--- config.mk ---
export PLATFORM = sky130hd
export DESIGN_NAME = calc_entry_sequencer
export DESIGN_NICKNAME = d
export VERILOG_FILES = /design/src/rtl/calc_entry_sequencer.sv
export SDC_FILE = /design/constraint.sdc
export NUM_CORES = 1
export LEC_CHECK = 0
export BUFFER_PORTS_ARGS = -buffer_cell sky130_fd_sc_hd__buf_4
export CAP_MARGIN = 5
export CORE_MARGIN = 4
export CORE_UTILIZATION = 49
export DETAILED_ROUTE_END_ITERATION = 8
export PLACE_DENSITY = 0.83
export SETUP_SLACK_MARGIN = 0.15
export SLEW_MARGIN = 25
export SYNTH_ARGS = -nofsm -noshare
export SYNTH_HDL_FRONTEND = slang
export SYNTH_SLANG_ARGS = --single-unit
export TNS_END_PERCENT = 1
--- constraint.sdc ---
create_clock -name clk -period 2.4 [get_ports clk]
set_clock_uncertainty 0.2 [all_clocks]
set_input_delay 0.12 -clock clk [delete_from_list [all_inputs] [get_ports clk]]
set_output_delay 0.12 -clock clk [all_outputs]
set_load 0.1 [all_outputs]
--- src/rtl/calc_entry_sequencer.sv ---
// calc_entry_sequencer
//   Top-level controller for the two-operand calculator path. It debounces the
//   entry pushbutton and captures dipswitch digits into operand A and then
//   operand B. It then launches the arithmetic unit with a start/done handshake
//   that is guarded by a timeout, and holds the result for the display.
//
//   state      | meaning
//   -----------+-------------------------------------------------
//   IDLE  (0)  | waiting for the first digit of a new calculation
//   ENTER_A(1) | collecting digits of operand A
//   ENTER_B(2) | collecting digits of operand B
//   START (3)  | one-cycle launch of the arithmetic unit
//   WAIT_DONE(4)| waiting for op_done, bounded by TIMEOUT_CYCLES
//   SHOW  (5)  | result latched and valid for the display
//   ERR   (6)  | arithmetic unit timed out; a press returns to IDLE
//
// Ports:
//   clk, rst      system clock, asynchronous active-high reset
//   sw            dipswitch digit, MSB first
//   btn_raw       raw asynchronous, bouncy entry pushbutton
//   op_done       one-cycle completion pulse from the arithmetic unit
//   op_result     arithmetic result, valid with op_done
//   operand_a/b   captured operands
//   op_start      one-cycle launch pulse
//   result        latched result
//   result_valid  high in SHOW; busy high in START/WAIT_DONE
//   timeout_err   high in ERR
//   digit_err     one-cycle pulse when a non-BCD digit is rejected
//   state_code    current state encoding
//   digit_idx     digits captured so far in the current operand
//
// Build option: CALC_BCD_CHECK_EN rejects digits above 9 in the entry states.
// Without it, every nibble is accepted and digit_err is tied low.

module calc_entry_sequencer #(
    parameter int DEBOUNCE_CYCLES = 270000,
    parameter int NUM_DIGITS      = 3,
    parameter int DIGIT_W         = 4,
    parameter int RES_W           = 16,
    parameter int TIMEOUT_CYCLES  = 1024
) (
    input  logic                              clk,
    input  logic                              rst,
    input  logic [DIGIT_W-1:0]                sw,
    input  logic                              btn_raw,
    input  logic                              op_done,
    input  logic [RES_W-1:0]                  op_result,
    output logic [NUM_DIGITS*DIGIT_W-1:0]     operand_a,
    output logic [NUM_DIGITS*DIGIT_W-1:0]     operand_b,
    output logic                              op_start,
    output logic [RES_W-1:0]                  result,
    output logic                              result_valid,
    output logic                              busy,
    output logic                              timeout_err,
    output logic                              digit_err,
    output logic [2:0]                        state_code,
    output logic [$clog2(NUM_DIGITS+1)-1:0]   digit_idx
);

    localparam int OP_W  = NUM_DIGITS * DIGIT_W;
    localparam int IDX_W = $clog2(NUM_DIGITS + 1);
    localparam int DB_W  = $clog2(DEBOUNCE_CYCLES + 1);
    localparam int TO_W  = $clog2(TIMEOUT_CYCLES + 1);

    typedef enum logic [2:0] {
        S_IDLE      = 3'd0,
        S_ENTER_A   = 3'd1,
        S_ENTER_B   = 3'd2,
        S_START     = 3'd3,
        S_WAIT_DONE = 3'd4,
        S_SHOW      = 3'd5,
        S_ERR       = 3'd6
    } state_t;

    state_t             state, state_nxt;
    logic [OP_W-1:0]    a_nxt, b_nxt;
    logic [RES_W-1:0]   res_nxt;
    logic [IDX_W-1:0]   idx_nxt;
    logic [TO_W-1:0]    to_cnt, to_cnt_nxt;

    logic               btn_meta, btn_sync, btn_clean, btn_clean_d;
    logic [DB_W-1:0]    db_cnt;
    logic               press;
    logic               digit_bad;

    // Button path: 2-FF synchronizer, then a counter that must see the new
    // level for DEBOUNCE_CYCLES consecutive cycles before the clean level flips.
    always_ff @(posedge clk or posedge rst) begin
        if (rst) begin
            btn_meta    <= 1'b0;
            btn_sync    <= 1'b0;
            btn_clean   <= 1'b0;
            btn_clean_d <= 1'b0;
            db_cnt      <= '0;
        end else begin
            btn_meta    <= btn_raw;
            btn_sync    <= btn_meta;
            btn_clean_d <= btn_clean;
            if (btn_sync == btn_clean) begin
                db_cnt <= '0;
            end else if (db_cnt == DB_W'(DEBOUNCE_CYCLES)) begin
                btn_clean <= btn_sync;
                db_cnt    <= '0;
            end else begin
                db_cnt <= db_cnt + 1'b1;
            end
        end
    end

    assign press = btn_clean & ~btn_clean_d;

`ifdef CALC_BCD_CHECK_EN
    assign digit_bad = (sw > DIGIT_W'(9));

    always_ff @(posedge clk or posedge rst) begin
        if (rst) begin
            digit_err <= 1'b0;
        end else begin
            digit_err <= press && digit_bad &&
                         (state inside {S_IDLE, S_SHOW, S_ENTER_A, S_ENTER_B});
        end
    end
`else
    assign digit_bad = 1'b0;
    assign digit_err = 1'b0;
`endif

    always_ff @(posedge clk or posedge rst) begin
        if (rst) begin
            state     <= S_IDLE;
            operand_a <= '0;
            operand_b <= '0;
            result    <= '0;
            digit_idx <= '0;
            to_cnt    <= '0;
        end else begin
            state     <= state_nxt;
            operand_a <= a_nxt;
            operand_b <= b_nxt;
            result    <= res_nxt;
            digit_idx <= idx_nxt;
            to_cnt    <= to_cnt_nxt;
        end
    end

    always_comb begin
        state_nxt  = state;
        a_nxt      = operand_a;
        b_nxt      = operand_b;
        res_nxt    = result;
        idx_nxt    = digit_idx;
        to_cnt_nxt = to_cnt;
        case (state)
            S_IDLE, S_SHOW: begin
                if (press && !digit_bad) begin
                    a_nxt   = OP_W'(sw);
                    b_nxt   = '0;
                    res_nxt = '0;
                    if (NUM_DIGITS == 1) begin
                        state_nxt = S_ENTER_B;
                        idx_nxt   = '0;
                    end else begin
                        state_nxt = S_ENTER_A;
                        idx_nxt   = IDX_W'(1);
                    end
                end
            end
            S_ENTER_A: begin
                if (press && !digit_bad) begin
                    a_nxt = (operand_a << DIGIT_W) | OP_W'(sw);
                    if (digit_idx == IDX_W'(NUM_DIGITS - 1)) begin
                        state_nxt = S_ENTER_B;
                        idx_nxt   = '0;
                    end else begin
                        idx_nxt = digit_idx + 1'b1;
                    end
                end
            end
            S_ENTER_B: begin
                if (press && !digit_bad) begin
                    b_nxt = (operand_b << DIGIT_W) | OP_W'(sw);
                    if (digit_idx == IDX_W'(NUM_DIGITS - 1)) begin
                        state_nxt = S_START;
                        idx_nxt   = '0;
                    end else begin
                        idx_nxt = digit_idx + 1'b1;
                    end
                end
            end
            S_START: begin
                state_nxt  = S_WAIT_DONE;
                to_cnt_nxt = '0;
            end
            S_WAIT_DONE: begin
                // op_done takes priority over a coincident timeout
                if (op_done) begin
                    res_nxt   = op_result;
                    state_nxt = S_SHOW;
                end else if (to_cnt == TO_W'(TIMEOUT_CYCLES - 1)) begin
                    state_nxt = S_ERR;
                end else begin
                    to_cnt_nxt = to_cnt + 1'b1;
                end
            end
            S_ERR: begin
                // the digit on the recovering press is discarded
                if (press) begin
                    state_nxt = S_IDLE;
                end
            end
            default: state_nxt = S_IDLE;
        endcase
    end

    assign op_start     = (state == S_START);
    assign busy         = (state == S_START) || (state == S_WAIT_DONE);
    assign result_valid = (state == S_SHOW);
    assign timeout_err  = (state == S_ERR);
    assign state_code   = state;

endmodule

==> results.toml <==
[outcome]
status = "complete, no violations"

[setup_path]
critPathKind = "reg2out"
worst_setup_path_start_kind = "flip-flop"
end_kind = "output port"
cp_common_cell = "buf_4"
crit_arrival_ns = 1.83
crit_required_ns = 2.08
cp_slowest_cell = "dfrtp_2"
cp_top_family = "buffers and inverters"
crit_chain = "buf_4 -> inv_1 -> nand3_2 -> clkinvlp_4 -> buf_4"
critPathMaxFanout = 10
slowest_delay_ns = 0.46
critPathBufInv = 4

[power_and_ir_drop]
p_sw_mw = 2.52
powerDensity_mw_per_mm2 = 1060
combPwrFrac = 0.460
pwr-share-clk = 0.195
p_seq_frac = 0.345
p_int_mw = 2.57
swShare = 0.496
p_leak_nw = 2.17
irDropWorstVdd_mv = 0.667

[clocking]
cts.sinks = 79
cts_buffer_depth = 2
cts_tree = "built"
insertion_delay_ns = 0.35
cts_made_buffers = 9
cts_root_buffer = "clkbuf_8"
h-tree-depth = 3
clkSlewWorstSetupHoldPaths_ns = 0.08
post_cts_buffers = 0

[placed_design]
port_buffers = 72
place_congestion = 0.849
place_area_sq_mm = 0.00436
place_hpwl_um = 5820
dp_cells = 517

[final_layout]
antenna_cells = 0
drive_gt1_frac = 0.256
fillers = 532
fin_nets = 479
final_cell_area_sq_mm = 0.00479
layout_commonest_cell = "buf_4"
area_delta_synth_final_pct = 30.6
finalNonFillerCells = 556
layout_common_cells = "buf_4, dfrtp_1, inv_1, nand3_1, nor2_1"

[sta]
finalMaxSlewViolations = 0
setup_viol = 0
rsz0062_at_grt = "true"
tightestPinTransition_ns = 0.540
hold_violations = 0
max_freq_mhz = 464
fin_crit_sh = 0.897
fin_crit_ns = 2.15
whs_ns = 0.159
max_slew_margin = 0.639
setup_total_negative_slack_ns = 0

[synthesis]
synthFlopType = "dfrtp_1"
synth.area.top_cells = "dfrtp_1, a22o_1, nand3_1"
syn_nets = 380
async_flop_share = 1.00
seq_area_frac_synth = 0.539
syn_inst = 353
ys_types = 48
ys_warn_count = 0
syn_area_per_cell_sq_um = 10.4
yosys.area.top_type_share = 0.539
synth_edf_count = 0
synth_area_sq_mm = 0.00367
ys_seq_elements = 79
yosysTopAreaCell = "dfrtp_1"

[min_path]
hp-class = "reg2reg"

[floorplanning]
die_area_sq_mm = 0.00894
rows = 31
io_pins = 74
core-area_sq_mm = 0.00725
die_w_um = 94.6
initial_utilization = 0.506
die_height_um = 94.6

[routing]
postRouteAntennaNets = 0
firstDrtPassIters = 5
post_drt_via_cell_ratio = 5.61
wl_um = 8750
via_count = 3120
drc_errors = 0
wl_per_cell_um = 15.7
dr.first_iter.drc_count = 204

[global_routing]
antenna_found_initial = 0
grt_usage = 0.211
grt_pass1_vias = 3030
grt_max_degree = 40
overflow = 0
grt_pass1_wl_um = 14700

[job]
max_cap_viol_count = 0
-- power by group through the flow --
stage               Sequential, mW  Clock (mW)  Combinational (mW)
detailed placement            1.77           0                2.27
finish                        1.76       0.995                2.34
global placement              1.75           0                2.25
global route                  1.79        1.08                2.45
CTS                           1.75        1.01                2.31
floorplan                     2.77           0               0.782
-- kinds of logic (layout without fill, tap and decap cells) --
kind of cell	Yosys count	in the layout	share of synthesized area
buffers and inverters	46	150	0.0518
muxes	8	8	0.0235
xor gates and xnor gates	16	16	0.0382
AOI/OAI and AO/OA	71	71	0.140
other	1	1	0.00102
DFF	79	79	0.539
adders and majority gates	4	4	0.0130
and+or+nand+nor	128	128	0.194
-- metrics by stage --
step,worst slack (ns),power (mW),util
3_5_place_dp,0.323,4.04,0.601
4_1_cts,0.232,5.07,0.661
3_3_place_gp,0.395,4.00,0.601
6_report,0.247,5.09,0.661
5_1_grt,0.125,5.32,0.661
2_1_floorplan,-0.0975,3.55,-
-- worst paths after layout --
kind,start,to,slack (ns),cells after the start
min,btn_meta$_DFF_PP0_,btn_sync$_DFF_PP0_,0.16,0
min in group asynchronous,rst,db_cnt[2]$_DFF_PP0_,0.17,3
max in group asynchronous,rst,state_code[1]$_DFFE_PP0P_,1.19,4
min reg2reg,btn_meta$_DFF_PP0_,btn_sync$_DFF_PP0_,0.16,0
max reg2reg,state_code[0]$_DFFE_PP0P_,to_cnt[5]$_DFFE_PP0P_,0.26,4
max,state_code[2]$_DFFE_PP0P_,op_start,0.25,5
-- cells in the mapped netlist, types with 4 or more instances --
cell type	number
nor2_1	25
nand2_1	15
inv_1	29
nand4_1	8
a22o_1	20
xnor2_1	13
nand2b_1	4
clkbuf_1	7
buf_2	8
o21ai_0	23
mux2_2	5
dfrtp_1	79
nor4_1	10
nor3_1	10
a21oi_1	11
nand3b_1	4
nor2b_1	4
or3_1	4
nand3_1	28
-- repair_timing --
item	4_1_cts	5_1_grt
hold endpoints to repair	49	0
endpoints found under the setup margin	1	6
gates cloned	0	0
hold buffers	23	0
resized for setup	1	1
-- worst reg2reg max path: stages, from the launching register on --
cell     delay, ns
dfrtp_2       0.55
nor4b_4       0.50
nand3_1       0.21
or4_1         0.43
a21oi_1       0.17
-- flip-flops by register name (all words and copies together), names as in the netlist, 2 cells and up --
| register | count |
|---|---|
| operand_a | 12 |
| operand_b | 12 |
| db_cnt | 19 |
| to_cnt | 11 |
| result | 16 |
| state_code | 3 |
| digit_idx | 2 |
-- cell type report --
cell class	instances	area (sq um)	share of cell area
repair buffers	105	862	0.180
well taps	99	124	0.0258
flip-flops and latches	79	1980	0.413
clock inverters	5	56.3	0.0117
inverters	29	116	0.0243
clock buffers	11	141	0.0295
multi-input cells	228	1510	0.316
-- routing by layer --
metal	track usage	wire (um)
met4	0.113	327
met5	0	0
met2	0.321	4140
met3	0.0566	533
met1	0.277	3750
(Power assumes the default switching activity.)
